### src/rtl/calc2_port_sched.sv
// Per-port CALC2 request sequencer: allocates tags, issues the 2-cycle request, matches responses to completions.
// Latency: request on req_* the cycle after acceptance; completion one cycle after the response is sampled.
// Backpressure: op_ready drops while in CMD or when no tag is free; optional watchdog via CALC2_SCHED_TIMEOUT_EN.
module calc2_port_sched #(
    parameter int MAX_OUTSTANDING = 4,
    parameter int TIMEOUT_CYCLES  = 64
) (
    input  logic        c_clk,
    input  logic        reset,
    input  logic        op_valid,
    output logic        op_ready,
    input  logic [3:0]  op_cmd,
    input  logic [31:0] op_data1,
    input  logic [31:0] op_data2,
    output logic [3:0]  req_cmd_in,
    output logic [31:0] req_data_in,
    output logic [1:0]  req_tag_in,
    input  logic [1:0]  out_resp,
    input  logic [31:0] out_data,
    input  logic [1:0]  out_tag,
    output logic        cpl_valid,
    output logic [1:0]  cpl_resp,
    output logic [31:0] cpl_data,
    output logic [1:0]  cpl_tag,
    output logic        cpl_timeout,
    output logic [2:0]  outstanding_cnt,
    output logic        err_spurious
);

    if (MAX_OUTSTANDING < 1 || MAX_OUTSTANDING > 4 || TIMEOUT_CYCLES < 1) begin : g_param_check
        $error("calc2_port_sched: illegal MAX_OUTSTANDING or TIMEOUT_CYCLES");
    end

    typedef enum logic [1:0] {S_IDLE, S_CMD, S_DATA2} state_t;

    state_t      state, state_nxt;
    logic        run;
    logic [3:0]  busy, busy_nxt;
    logic [3:0]  cmd_q;
    logic [31:0] data1_q, data2_q;
    logic [1:0]  tag_q;
    logic        any_free;
    logic [1:0]  free_tag;
    logic        accept;
    logic        resp_vld, resp_hit, resp_miss;
    logic [3:0]  free_mask, alloc_mask, tmo_mask;
    logic        emit_vld, emit_to;
    logic [1:0]  emit_resp, emit_tag;
    logic [31:0] emit_data;

    // Lowest-numbered free tag, restricted to the configured tag range.
    always_comb begin
        any_free = 1'b0;
        free_tag = 2'd0;
        for (int i = MAX_OUTSTANDING - 1; i >= 0; i--) begin
            if (!busy[i]) begin
                any_free = 1'b1;
                free_tag = 2'(i);
            end
        end
    end

    always_comb begin
        outstanding_cnt = 3'd0;
        for (int i = 0; i < 4; i++) begin
            outstanding_cnt = outstanding_cnt + {2'b00, busy[i]};
        end
    end

    assign op_ready  = run && (state != S_CMD) && any_free &&
                       (outstanding_cnt < 3'(MAX_OUTSTANDING));
    assign accept    = op_valid && op_ready;
    assign resp_vld  = (out_resp != 2'd0);
    assign resp_hit  = resp_vld && busy[out_tag];
    assign resp_miss = resp_vld && !busy[out_tag];

    assign free_mask  = resp_hit ? (4'b0001 << out_tag) : 4'b0000;
    assign alloc_mask = accept ? (4'b0001 << free_tag) : 4'b0000;
    // Allocation looks at the pre-update vector, so a tag freed now is reusable next cycle.
    assign busy_nxt   = (busy & ~free_mask & ~tmo_mask) | alloc_mask;

`ifdef CALC2_SCHED_TIMEOUT_EN
    localparam int TW = $clog2(TIMEOUT_CYCLES + 1);
    localparam logic [TW-1:0] AGE_LIM = TW'(TIMEOUT_CYCLES - 1);

    logic [TW-1:0] age [4];
    logic [3:0]    expired;
    logic          to_any, to_take;
    logic [1:0]    to_tag;
    logic          hold_vld;
    logic [1:0]    hold_tag;
    logic          cpl_to_q;

    // A real response to the same tag in the same cycle beats its timeout.
    always_comb begin
        expired = 4'b0000;
        to_any  = 1'b0;
        to_tag  = 2'd0;
        for (int i = 3; i >= 0; i--) begin
            expired[i] = busy[i] && (age[i] == AGE_LIM) &&
                         !(resp_hit && (out_tag == 2'(i)));
            if (expired[i]) begin
                to_any = 1'b1;
                to_tag = 2'(i);
            end
        end
    end

    // A new timeout is taken only if the hold slot is empty or drains this cycle.
    assign to_take  = to_any && (!hold_vld || !resp_hit);
    assign tmo_mask = to_take ? (4'b0001 << to_tag) : 4'b0000;

    always_ff @(posedge c_clk) begin
        if (!reset) begin
            hold_vld <= 1'b0;
            hold_tag <= 2'd0;
            for (int i = 0; i < 4; i++) age[i] <= '0;
        end else begin
            if (resp_hit) begin
                hold_vld <= hold_vld || to_take;
                hold_tag <= hold_vld ? hold_tag : to_tag;
            end else begin
                hold_vld <= hold_vld && to_take;
                hold_tag <= to_tag;
            end
            for (int i = 0; i < 4; i++) begin
                if (alloc_mask[i])
                    age[i] <= '0;
                else if (busy[i] && (age[i] != AGE_LIM))
                    age[i] <= age[i] + TW'(1);
            end
        end
    end

    always_comb begin
        emit_vld  = resp_hit;
        emit_to   = 1'b0;
        emit_resp = out_resp;
        emit_data = out_data;
        emit_tag  = out_tag;
        if (!resp_hit && (hold_vld || to_take)) begin
            emit_vld  = 1'b1;
            emit_to   = 1'b1;
            emit_resp = 2'd0;
            emit_data = 32'd0;
            emit_tag  = hold_vld ? hold_tag : to_tag;
        end
    end

    always_ff @(posedge c_clk) begin
        if (!reset) cpl_to_q <= 1'b0;
        else        cpl_to_q <= emit_to;
    end
    assign cpl_timeout = cpl_to_q;
`else
    assign tmo_mask    = 4'b0000;
    assign emit_vld    = resp_hit;
    assign emit_to     = 1'b0;
    assign emit_resp   = out_resp;
    assign emit_data   = out_data;
    assign emit_tag    = out_tag;
    assign cpl_timeout = emit_to;
`endif

    always_ff @(posedge c_clk) begin
        if (!reset) state <= S_IDLE;
        else        state <= state_nxt;
    end

    always_comb begin
        state_nxt = state;
        case (state)
            S_IDLE:  state_nxt = accept ? S_CMD : S_IDLE;
            S_CMD:   state_nxt = S_DATA2;
            S_DATA2: state_nxt = accept ? S_CMD : S_IDLE;
            default: state_nxt = S_IDLE;
        endcase
    end

    always_comb begin
        req_cmd_in  = 4'd0;
        req_data_in = 32'd0;
        req_tag_in  = 2'd0;
        case (state)
            S_CMD: begin
                req_cmd_in  = cmd_q;
                req_data_in = data1_q;
                req_tag_in  = tag_q;
            end
            S_DATA2: req_data_in = data2_q;
            default: ;
        endcase
    end

    always_ff @(posedge c_clk) begin
        if (!reset) begin
            run          <= 1'b0;
            busy         <= 4'b0000;
            cmd_q        <= 4'd0;
            data1_q      <= 32'd0;
            data2_q      <= 32'd0;
            tag_q        <= 2'd0;
            cpl_valid    <= 1'b0;
            cpl_resp     <= 2'd0;
            cpl_data     <= 32'd0;
            cpl_tag      <= 2'd0;
            err_spurious <= 1'b0;
        end else begin
            run       <= 1'b1;
            busy      <= busy_nxt;
            cpl_valid <= emit_vld;
            if (accept) begin
                cmd_q   <= op_cmd;
                data1_q <= op_data1;
                data2_q <= op_data2;
                tag_q   <= free_tag;
            end
            if (emit_vld) begin
                cpl_resp <= emit_resp;
                cpl_data <= emit_data;
                cpl_tag  <= emit_tag;
            end
            if (resp_miss) err_spurious <= 1'b1;
        end
    end

endmodule

### config.mk
export PLATFORM = sky130hd
export DESIGN_NAME = calc2_port_sched
export DESIGN_NICKNAME = d
export VERILOG_FILES = /design/src/rtl/calc2_port_sched.sv
export SDC_FILE = /design/constraint.sdc
export NUM_CORES = 1
export LEC_CHECK = 0
export CORE_ASPECT_RATIO = 1.1
export CORE_MARGIN = 2
export CORE_UTILIZATION = 45
export DETAILED_ROUTE_END_ITERATION = 7
export PLACE_DENSITY = 0.86
export SETUP_SLACK_MARGIN = 0.02
export SYNTH_ARGS = -nofsm -noshare
export SYNTH_HDL_FRONTEND = slang
export SYNTH_SLANG_ARGS = --single-unit
### constraint.sdc
create_clock -name c_clk -period 3.3 [get_ports c_clk]
set_clock_uncertainty 0.2 [all_clocks]
set_input_delay 0.495 -clock c_clk [delete_from_list [all_inputs] [get_ports c_clk]]
set_output_delay 0.495 -clock c_clk [all_outputs]
set_load 0.005 [all_outputs]
# Word level (Yosys, flattened, before mapping)
# Index checks and enable logic that the tools add are counted.
[op_classes]
n_shift = 2
n_reduce_logical = 10
addsub = 3
eq_ne = 3
mux = 18
bitwise_logic = 3
magnitude_cmp = 2
[ops]
columns = ["operator", "n"]
rows = [
  ["one-hot mux 32 bit (2 select lines)", 1],
  ["2-to-1 mux 4 bit", 3],
  ["2-to-1 mux 2 bit", 5],
  ["<< shifter 1 x 2 -> 4 bit (first input constant)", 2],
  ["2-to-1 mux 1 bit", 7],
  ["logical AND 1 bit", 6],
  ["AND 4 bit", 1],
  ["NOT 4 bit", 1],
  ["OR 4 bit", 1],
  ["one-hot mux 2 bit (2 select lines)", 1],
  ["adder 2 x 1 -> 3 bit", 1],
  ["adder 3 x 1 -> 3 bit", 1],
  ["< comparator 2 x 3 -> 1 bit (second input constant)", 1],
  ["< comparator 3 bit (second input constant)", 1],
  ["adder 1 x 1 -> 2 bit", 1],
  ["binary-select mux 1 bit (select 2 bit)", 1],
  ["== test 2 x 1 -> 1 bit (second input constant)", 1],
  ["== test 2 bit (second input constant)", 1],
  ["logical NOT 2 bit", 1],
  ["!= test 2 x 1 -> 1 bit (second input constant)", 1],
  ["nonzero test 2 bit", 1],
  ["OR reduction 2 bit", 1],
  ["logical NOT 1 bit", 1],
]
[word_totals]
output_inout_bits = 81
reg_bits = 115
input_bits = 107
elab_cells = 53

# Longest topological paths before layout
# Gate-level depths: netlist (run 1).
[depth]
word_depth = 9
depth_mapped = 12
mapped_depth_nobuf = 8

# Worst setup path before layout (run 1)
# No wires, ideal clock.
[synth_path]
path_type = "reg2reg"
startpoint = "register busy[0]"
endpoint = "register data1_q[0]"
n_path_buf = 4
t_required_ps = 3028
stages_incl_launch_ff = 13
path_slack_ps = 552
period_less_slack_ps = 2748
setup_time_ps = 72
arrival_time_ps = 2476
path_cell_list = "dfxtp_1 buf_2 inv_1 fa_1 inv_1 ha_1 ha_1 nor4bb_1 buf_2 and2_1 buf_6 buf_6 mux2i_1"
[synth_via]
elab_chain_cells = 6
word_cells_on_any_way = 8
classes_between = "add/sub: 3; order compare: 1; mux: 1; reduce/logical: 3"
[synth_rtl]
columns = ["element", "line", "text"]
rows = [
  ["start, declared", "38", "logic [3:0] busy, busy_nxt;"],
  ["start signal, assigned", "210", "busy <= busy_nxt;"],
  ["adder 1 x 1 -> 2 bit", "66", "outstanding_cnt = outstanding_cnt + {2'b00, busy[i]};"],
  ["adder 2 x 1 -> 3 bit", "66", ""],
  ["adder 3 x 1 -> 3 bit", "66", ""],
  ["named net outstanding_cnt[2]", "26", "output logic [2:0] outstanding_cnt,"],
  ["< comparator 3 bit", "71", "(outstanding_cnt < 3'(MAX_OUTSTANDING));"],
  ["logical AND 1 bit", "70", "assign op_ready = run && (state != S_CMD) && any_free &&"],
  ["logical AND 1 bit", "72", "assign accept = op_valid && op_ready;"],
  ["end signal, assigned", "214", "data1_q <= op_data1;"],
  ["end, declared", "40", "logic [31:0] data1_q, data2_q;"],
]
# The timed path passes the listed nets, and every way through them passes these cells.
# A chain may end at the register's enable or synchronous reset.

# Worst setup path in the final report (run 1)
[layout_path]
startpoint = "register busy[0]"
endpoint = "output port outstanding_cnt[1]"
[layout_via]
elab_chain_cells = 3
[layout_rtl]
columns = ["element", "line"]
rows = [
  ["adder 1 x 1 -> 2 bit", "66"],
  ["adder 2 x 1 -> 3 bit", "66"],
  ["adder 3 x 1 -> 3 bit", "66"],
  ["end, declared", "26"],
]
# No other way between the ends.

==> flow_summary_export.csv, run 1 <==
group,metric,value,unit
setup_path,cpMaxStageDelayCell,"fa_1",
timing,whs,0.187,ns
timing,setup_viol,0,
detailed_routing,first_pass_iters,4,
detailed_routing,drtIter0Drc,256,
clock_tree,clk_latency,0.40,ns
clock_tree,cts.sinks,115,
clock_tree,clockBufferDepth,2,
floorplan,initial_core_util,46.3,%
clock_tree,clkTransAtPathRegs,0.05,ns
synthesis,yosysSeqAreaShare,43.3,%
setup_path,arrival,2.39,ns
floorplan,io_pins,188,
synthesis,synth.area.top_cells,"dfxtp_1, mux2i_1, nand2_1",
synthesis,synth_mux_area_share,19.9,%
power_and_ir_drop,switching_power,826,uW
layout,multi_input_area,0.00270,mm2
timing,rsz0062_at_grt,"false",
clock_tree,cts-root-buf,"clkbuf_16",
layout,final_net_count,882,
synthesis,syn_nets,718,
setup_path,cp_slowest_stage_delay,0.53,ns
grt,grt-ovfl-total,0,
detailed_routing,wl_met3,1.12,mm
floorplan,chipHeight,118,um
detailed_routing,wire_per_inst,15.2,um
synthesis,synth_top_family_by_area,"simple AND/OR/NAND/NOR gates",
power_and_ir_drop,internal_power,2.99,mW
grt,grt_pass1_vias,4900,
power_and_ir_drop,vdd_ir_drop_max,0.320,mV
timing,fmax,325,MHz
layout,area.sequential,0.00231,mm2
min_path,worstHoldPathType,"in2reg",
synthesis,synth.most_common_cell,"nand2_1",
floorplan,die_w,108,um
synthesis,synth_edf_count,0,
grt,antenna_found_initial,1,
layout,antenna_cells,0,
placement,dp_hpwl,9.66,mm
floorplan,rows,41,
timing,final_max_slew_viol_count,0,
synthesis,yosysWarnings,0,
clock_tree,hold_buffers,0,
detailed_routing,wl_met1,5.72,mm
synthesis,synth-seq-cells,115,
floorplan,core_area,0.0115,mm2
setup_path,crit_fanout,10,
outcome,status,"finished clean",
setup_path,cp-start-kind,"register",
layout,area_growth,47.8,%
synthesis,synth_compound_area_share,7.37,%
power_and_ir_drop,seq_power_share,38.8,%
synthesis,syn_area,0.00532,mm2
flow_run,maxCapViolCount,0,
clock_tree,htreeDepth,4,
placement,place_congestion,0.794,
setup_path,cp-end-kind,"primary output",
detailed_routing,vias,4739,
detailed_routing,top_layer,"met4",
synthesis,synthCells,603,
timing,fin_crit_sh,93.4,%
power_and_ir_drop,pwr-share-clk,50.8,%
detailed_routing,routed-wl-met2,7.01,mm
timing,period_needed,3.08,ns
grt,grt_first_pass_wirelength,22.8,mm
timing,hold_viol,0,
synthesis,synthArstFlopShare,0,%
grt,grt_max_degree,108,
layout,nFillCells,888,
grt,grt_usage,22.3,%
synthesis,avgSynthCellArea,8.81,um2
power_and_ir_drop,p_leak,3.14,nW
floorplan,die-area,0.0127,mm2
detailed_routing,totalWireLength,14.1,mm
synthesis,ys_types,35,
detailed_routing,drc,0,
power_and_ir_drop,power_density,485,mW/mm2
synthesis,synth_top_area_share,43.3,%
detailed_routing,antenna_left,0,
setup_path,critPathKind,"reg2out",
clock_tree,cts_tree,"built",
synthesis,yosys.area_share.xor_xnor,0,%
timing,fin_tns_setup,0,ns
synthesis,synth_top_cell_by_area,"dfxtp_1",
placement,io_buffers,186,
synthesis,synthAdderAreaFrac,2.02,%
clock_tree,numCtsBuffers,17,
detailed_routing,routed_via_density,5.10,
timing,tightest_slew,0.540,ns
setup_path,cp.required,2.60,ns
synthesis,synth_commonest_cells,"nand2_1, dfxtp_1, mux2i_1",
setup_path,cp_cell_sequence,"inv_1 -> fa_1 -> inv_1 -> ha_1 -> ha_1 -> clkdlybuf4s50_1",
synthesis,synth-simple-area-share,20.9,%
layout,drive_above_1_share,6.68,%
power_and_ir_drop,combPwrFrac,10.4,%
synthesis,ys.flop_type,"dfxtp_1",
timing,relSlewSlack,64.0,%
power_and_ir_drop,swShare,21.7,%
[worst paths after layout]
kind / slack [ns] / endpoint / cells after the start / startpoint
max reg2reg: 0.26 / data1_q[14] / 9 / busy[0]
min reg2reg: 0.25 / cmd_q[2] / 2 / cmd_q[2]
min: 0.19 / run / 1 / reset
max: 0.22 / outstanding_cnt[1] / 6 / busy[0]
[metrics by stage]
stage / std cells / util, % / area, um2 / total power, mW / setup WS, ns
after global routing: 929 / 68.3 / 7850 / 3.94 / 0.0831
after CTS: 929 / 68.3 / 7850 / 3.84 / 0.0463
after detailed placement: 898 / 62.8 / 7220 / 1.90 / 0.173
after floorplan: 603 / - / 5320 / 1.70 / 0.552
final: 929 / 68.3 / 7850 / 3.81 / 0.219
after global placement: 898 / 62.8 / 7220 / 1.89 / 0.275
[cell families after synthesis]
group,count (synthesis)
simple gates,259
flops,115
mux,104
buf+inv,62
compound gates,54
fa+ha+maj,8
other cells,1
[power groups by stage]
stage	combinational [mW]	sequential [mW]	clock, mW
after global routing	0.429	1.49	2.03
after floorplan	0.204	1.50	0
after detailed placement	0.395	1.51	0
final	0.396	1.48	1.94
after CTS	0.398	1.48	1.96
after global placement	0.383	1.50	0
[layer usage]
metal,up-vias,GRT usage (%)
li1,2321,-
met1,2225,25.6
met2,167,38.1
met3,26,8.14
met4,0,7.37
met5,-,0
[worst max-delay path, delay by kind of cell, from the launching register on]
family / cells / cell delay [ns]
flip-flops: 1 / 0.40
buffers and inverters: 3 / 0.62
adder cells (fa/ha/maj): 3 / 0.97
[cells in the final DEF, fill, tap and decap left out, drive strengths merged, types with 3 or more instances in the layout]
cell type      instances
inv                    9
and2                  10
o21ai                  4
clkdlybuf4s50        184
nand2                210
mux2i                102
bufinv                 4
a21oi                  5
ha                     7
dfxtp                115
nor2b                 32
nor2                   3
a22oi                 32
clkinv                 4
buf                   13
clkbuf                21
[sequential cells by signal (all words and copies together), names as in the netlist, 2 cells and up]
| register | cells |
|---|---|
| busy | 4 |
| cmd_q | 4 |
| cpl_data | 32 |
| cpl_resp | 2 |
| cpl_tag | 2 |
| data1_q | 32 |
| data2_q | 32 |
| state | 2 |
| tag_q | 2 |
[final cells by class]
| type | instances | area share, % |
|---|---|---|
| tap | 150 | 2.39 |
| timing repair buffer | 198 | 25.5 |
| sequential | 115 | 29.4 |
| multi-input combinational | 426 | 34.3 |
| inverter | 9 | 0.430 |
| clock buffer | 21 | 5.99 |
| clock inverter | 10 | 1.98 |
[timing repair]
action,4_1_cts,5_1_grt
gates resized for setup,5,1
setup endpoints to repair,1,12
buffers inserted,0,0
No activity file was read; power rests on OpenSTA's default activity.
==> inputs of run 2 (changes only) <==
--- a/config.mk
+++ b/config.mk
@@ -10,6 +10,7 @@
 export CORE_UTILIZATION = 45
 export DETAILED_ROUTE_END_ITERATION = 7
 export PLACE_DENSITY = 0.86
+export REMOVE_ABC_BUFFERS = 1
 export SETUP_SLACK_MARGIN = 0.02
 export SYNTH_ARGS = -nofsm -noshare
 export SYNTH_HDL_FRONTEND = slang
==> run 2 against run 1 <==
- worst setup slack lost 0.068 ns
- power shrank 2.3%
- global-route usage shrank 0.20 points
- critical endpoint is now req_data_in[16]
- wire length shrank 1.7%
- sequential share of layout area is essentially flat
- die area is the same
- hold slack gained 0.067 ns
- clock power shrank 5%
- combinational power is essentially flat
==> flow_summary_export.csv, run 2 (synthesis gave the netlist of run 1 again) <==
group,metric,value,unit
outcome,status,"finished clean",
floorplan,io_pins,188,
power_and_ir_drop,switching_power,842,uW
power_and_ir_drop,internal_power,2.88,mW
clock_tree,cts.sinks,115,
layout,drive_above_1_share,6.67,%
timing,period_needed,3.15,ns
layout,mostFrequentLayoutCells,"nand2_1, clkdlybuf4s50_1, dfxtp_1",
grt,grt_pass1_vias,4897,
floorplan,rows,41,
setup_path,r2r_cells,9,
detailed_routing,wire_per_inst,14.9,um
clock_tree,hold_buffers,0,
timing,relSlewSlack,62.6,%
setup_path,critPathKind,"reg2out",
grt,grt_first_pass_wirelength,22.6,mm
floorplan,die-area,0.0127,mm2
detailed_routing,totalWireLength,13.9,mm
layout,area_growth,47.6,%
floorplan,chipHeight,118,um
grt,grt-ovfl-total,0,
layout,antenna_cells,0,
power_and_ir_drop,combPwrFrac,10.7,%
detailed_routing,vias,4707,
layout,design_area,0.00785,mm2
setup_path,arrival,2.45,ns
min_path,whs_endpoint,"cmd_q[0]",
power_and_ir_drop,pwr-share-clk,49.6,%
timing,setup_viol,0,
layout,final_cells,930,
timing,final_max_slew_viol_count,0,
min_path,whs_path_depth,2,
timing,fmax,318,MHz
placement,io_buffers,186,
timing,fin_crit_sh,95.4,%
detailed_routing,first_pass_iters,5,
timing,tightest_slew,0.560,ns
setup_path,r2r-start,"busy[0]",
setup_path,r2r_slack,0.23,ns
power_and_ir_drop,p_leak,3.13,nW
setup_path,r2r-end,"data1_q[10]",
power_and_ir_drop,seq_power_share,39.7,%
detailed_routing,drtIter0Drc,236,
clock_tree,clkTransAtPathRegs,0.05,ns
setup_path,cp-start-kind,"register",
detailed_routing,routed_via_density,5.06,
floorplan,die_w,108,um
power_and_ir_drop,vdd_ir_drop_max,0.271,mV
layout,nFillCells,874,
floorplan,core_area,0.0115,mm2
detailed_routing,antenna_left,0,
grt,antenna_found_initial,0,
grt,grt_usage,22.1,%
clock_tree,clockBufferDepth,2,
layout,final_common_cell,"nand2_1",
clock_tree,clk_latency,0.40,ns
setup_path,cp-end-kind,"primary output",
power_and_ir_drop,power_density,475,mW/mm2
clock_tree,numCtsBuffers,17,
timing,rsz0062_at_grt,"false",
setup_path,crit_fanout,13,
flow_run,maxCapViolCount,0,
grt,grt_max_degree,98,
min_path,min_from,"cmd_q[0]",
min_path,worstHoldPathType,"reg2reg",
placement,place_congestion,0.829,
placement,dpl_cell_area,0.00723,mm2
layout,top_regs,"cpl_data: 32 flops, data1_q: 32 flops, data2_q: 32 flops",
layout,final_net_count,882,
clock_tree,cts-root-buf,"clkbuf_16",
timing,hold_viol,0,
clock_tree,htreeDepth,4,
floorplan,initial_core_util,46.3,%
detailed_routing,drc,0,
placement,place_inst,898,
setup_path,cp.required,2.60,ns
clock_tree,post_cts_buffers,0,
clock_tree,cts_tree,"built",
placement,dp_hpwl,9.61,mm
power_and_ir_drop,swShare,22.6,%
## run 2: cell types whose count changed in the layout (fill, tap and decap cells not counted), sizes merged
cell	delta
clkinvlp	+2
bufinv	-1
clkbuf	-1
inv	+1
## run 2: per-layer routing
layer	part of all wire [%]	global-route usage, %
met1	39	23.8
met2	53	39.9
met3	6.2	6.26
met4	2.5	9.13
met5	0	0
## run 2: worst max-delay path by stage
stage                         from  slack (ns)               to
after global placement     busy[0]        0.25         op_ready
after CTS                  busy[0]        0.11      data1_q[10]
after floorplan            busy[0]       -2.06         state[0]
after detailed placement   busy[0]        0.12      data2_q[20]
final                     state[0]        0.15  req_data_in[16]
after global routing      state[0]        0.04  req_data_in[16]
## run 2: layout make-up
| type | instances | area [um2] | share of cell area (%) |
|---|---|---|---|
| Clock buffer | 20 | 447 | 5.69 |
| Timing Repair Buffer | 198 | 2010 | 25.7 |
| Multi-Input combinational cell | 426 | 2700 | 34.4 |
| Inverter | 9 | 33.8 | 0.430 |
| Tap cell | 150 | 188 | 2.39 |
| Clock inverter | 12 | 156 | 1.99 |
| Sequential cell | 115 | 2310 | 29.4 |
## run 2: worst max-delay path, cell delays in order (launching register included)
cell             delay (ns)
dfxtp_1                0.33
inv_1                  0.09
ha_1                   0.52
buf_4                  0.30
a22oi_1                0.11
nor2b_1                0.17
clkdlybuf4s50_1        0.53
## run 2: what timing repair did
action / in CTS / in global routing
resized for setup: 5 / 1
endpoints found under the setup margin: 3 / 1
pin swaps: 0 / 0
## run 2: metrics by stage
step	total power, mW	setup TNS, ns	hold slack (ns)	worst slack (ns)	util (%)
global placement	1.89	0	0.238	0.249	62.9
finish	3.72	0	0.253	0.151	68.3
floorplan	1.66	-152.87	0.230	-2.06	-
detailed placement	1.90	0	0.244	0.119	62.9
CTS	3.75	0	0.252	0.110	68.2
global route	3.86	0	0.272	0.0383	68.3
## run 2: power groups by stage
| stage | registers, mW | clock network, mW | logic [mW] |
|---|---|---|---|
| floorplan | 1.50 | 0 | 0.161 |
| global placement | 1.50 | 0 | 0.384 |
| detailed placement | 1.51 | 0 | 0.396 |
| CTS | 1.48 | 1.87 | 0.400 |
| global route | 1.48 | 1.94 | 0.432 |
| finish | 1.48 | 1.85 | 0.398 |
==> inputs of run 3 (changes only) <==
--- a/config.mk
+++ b/config.mk
@@ -5,6 +5,7 @@
 export SDC_FILE = /design/constraint.sdc
 export NUM_CORES = 1
 export LEC_CHECK = 0
+export CAP_MARGIN = 20
 export CORE_ASPECT_RATIO = 1.1
 export CORE_MARGIN = 2
 export CORE_UTILIZATION = 45
==> results of run 3 <==
Final layout, timing and power as in run 2 (identical DEF).
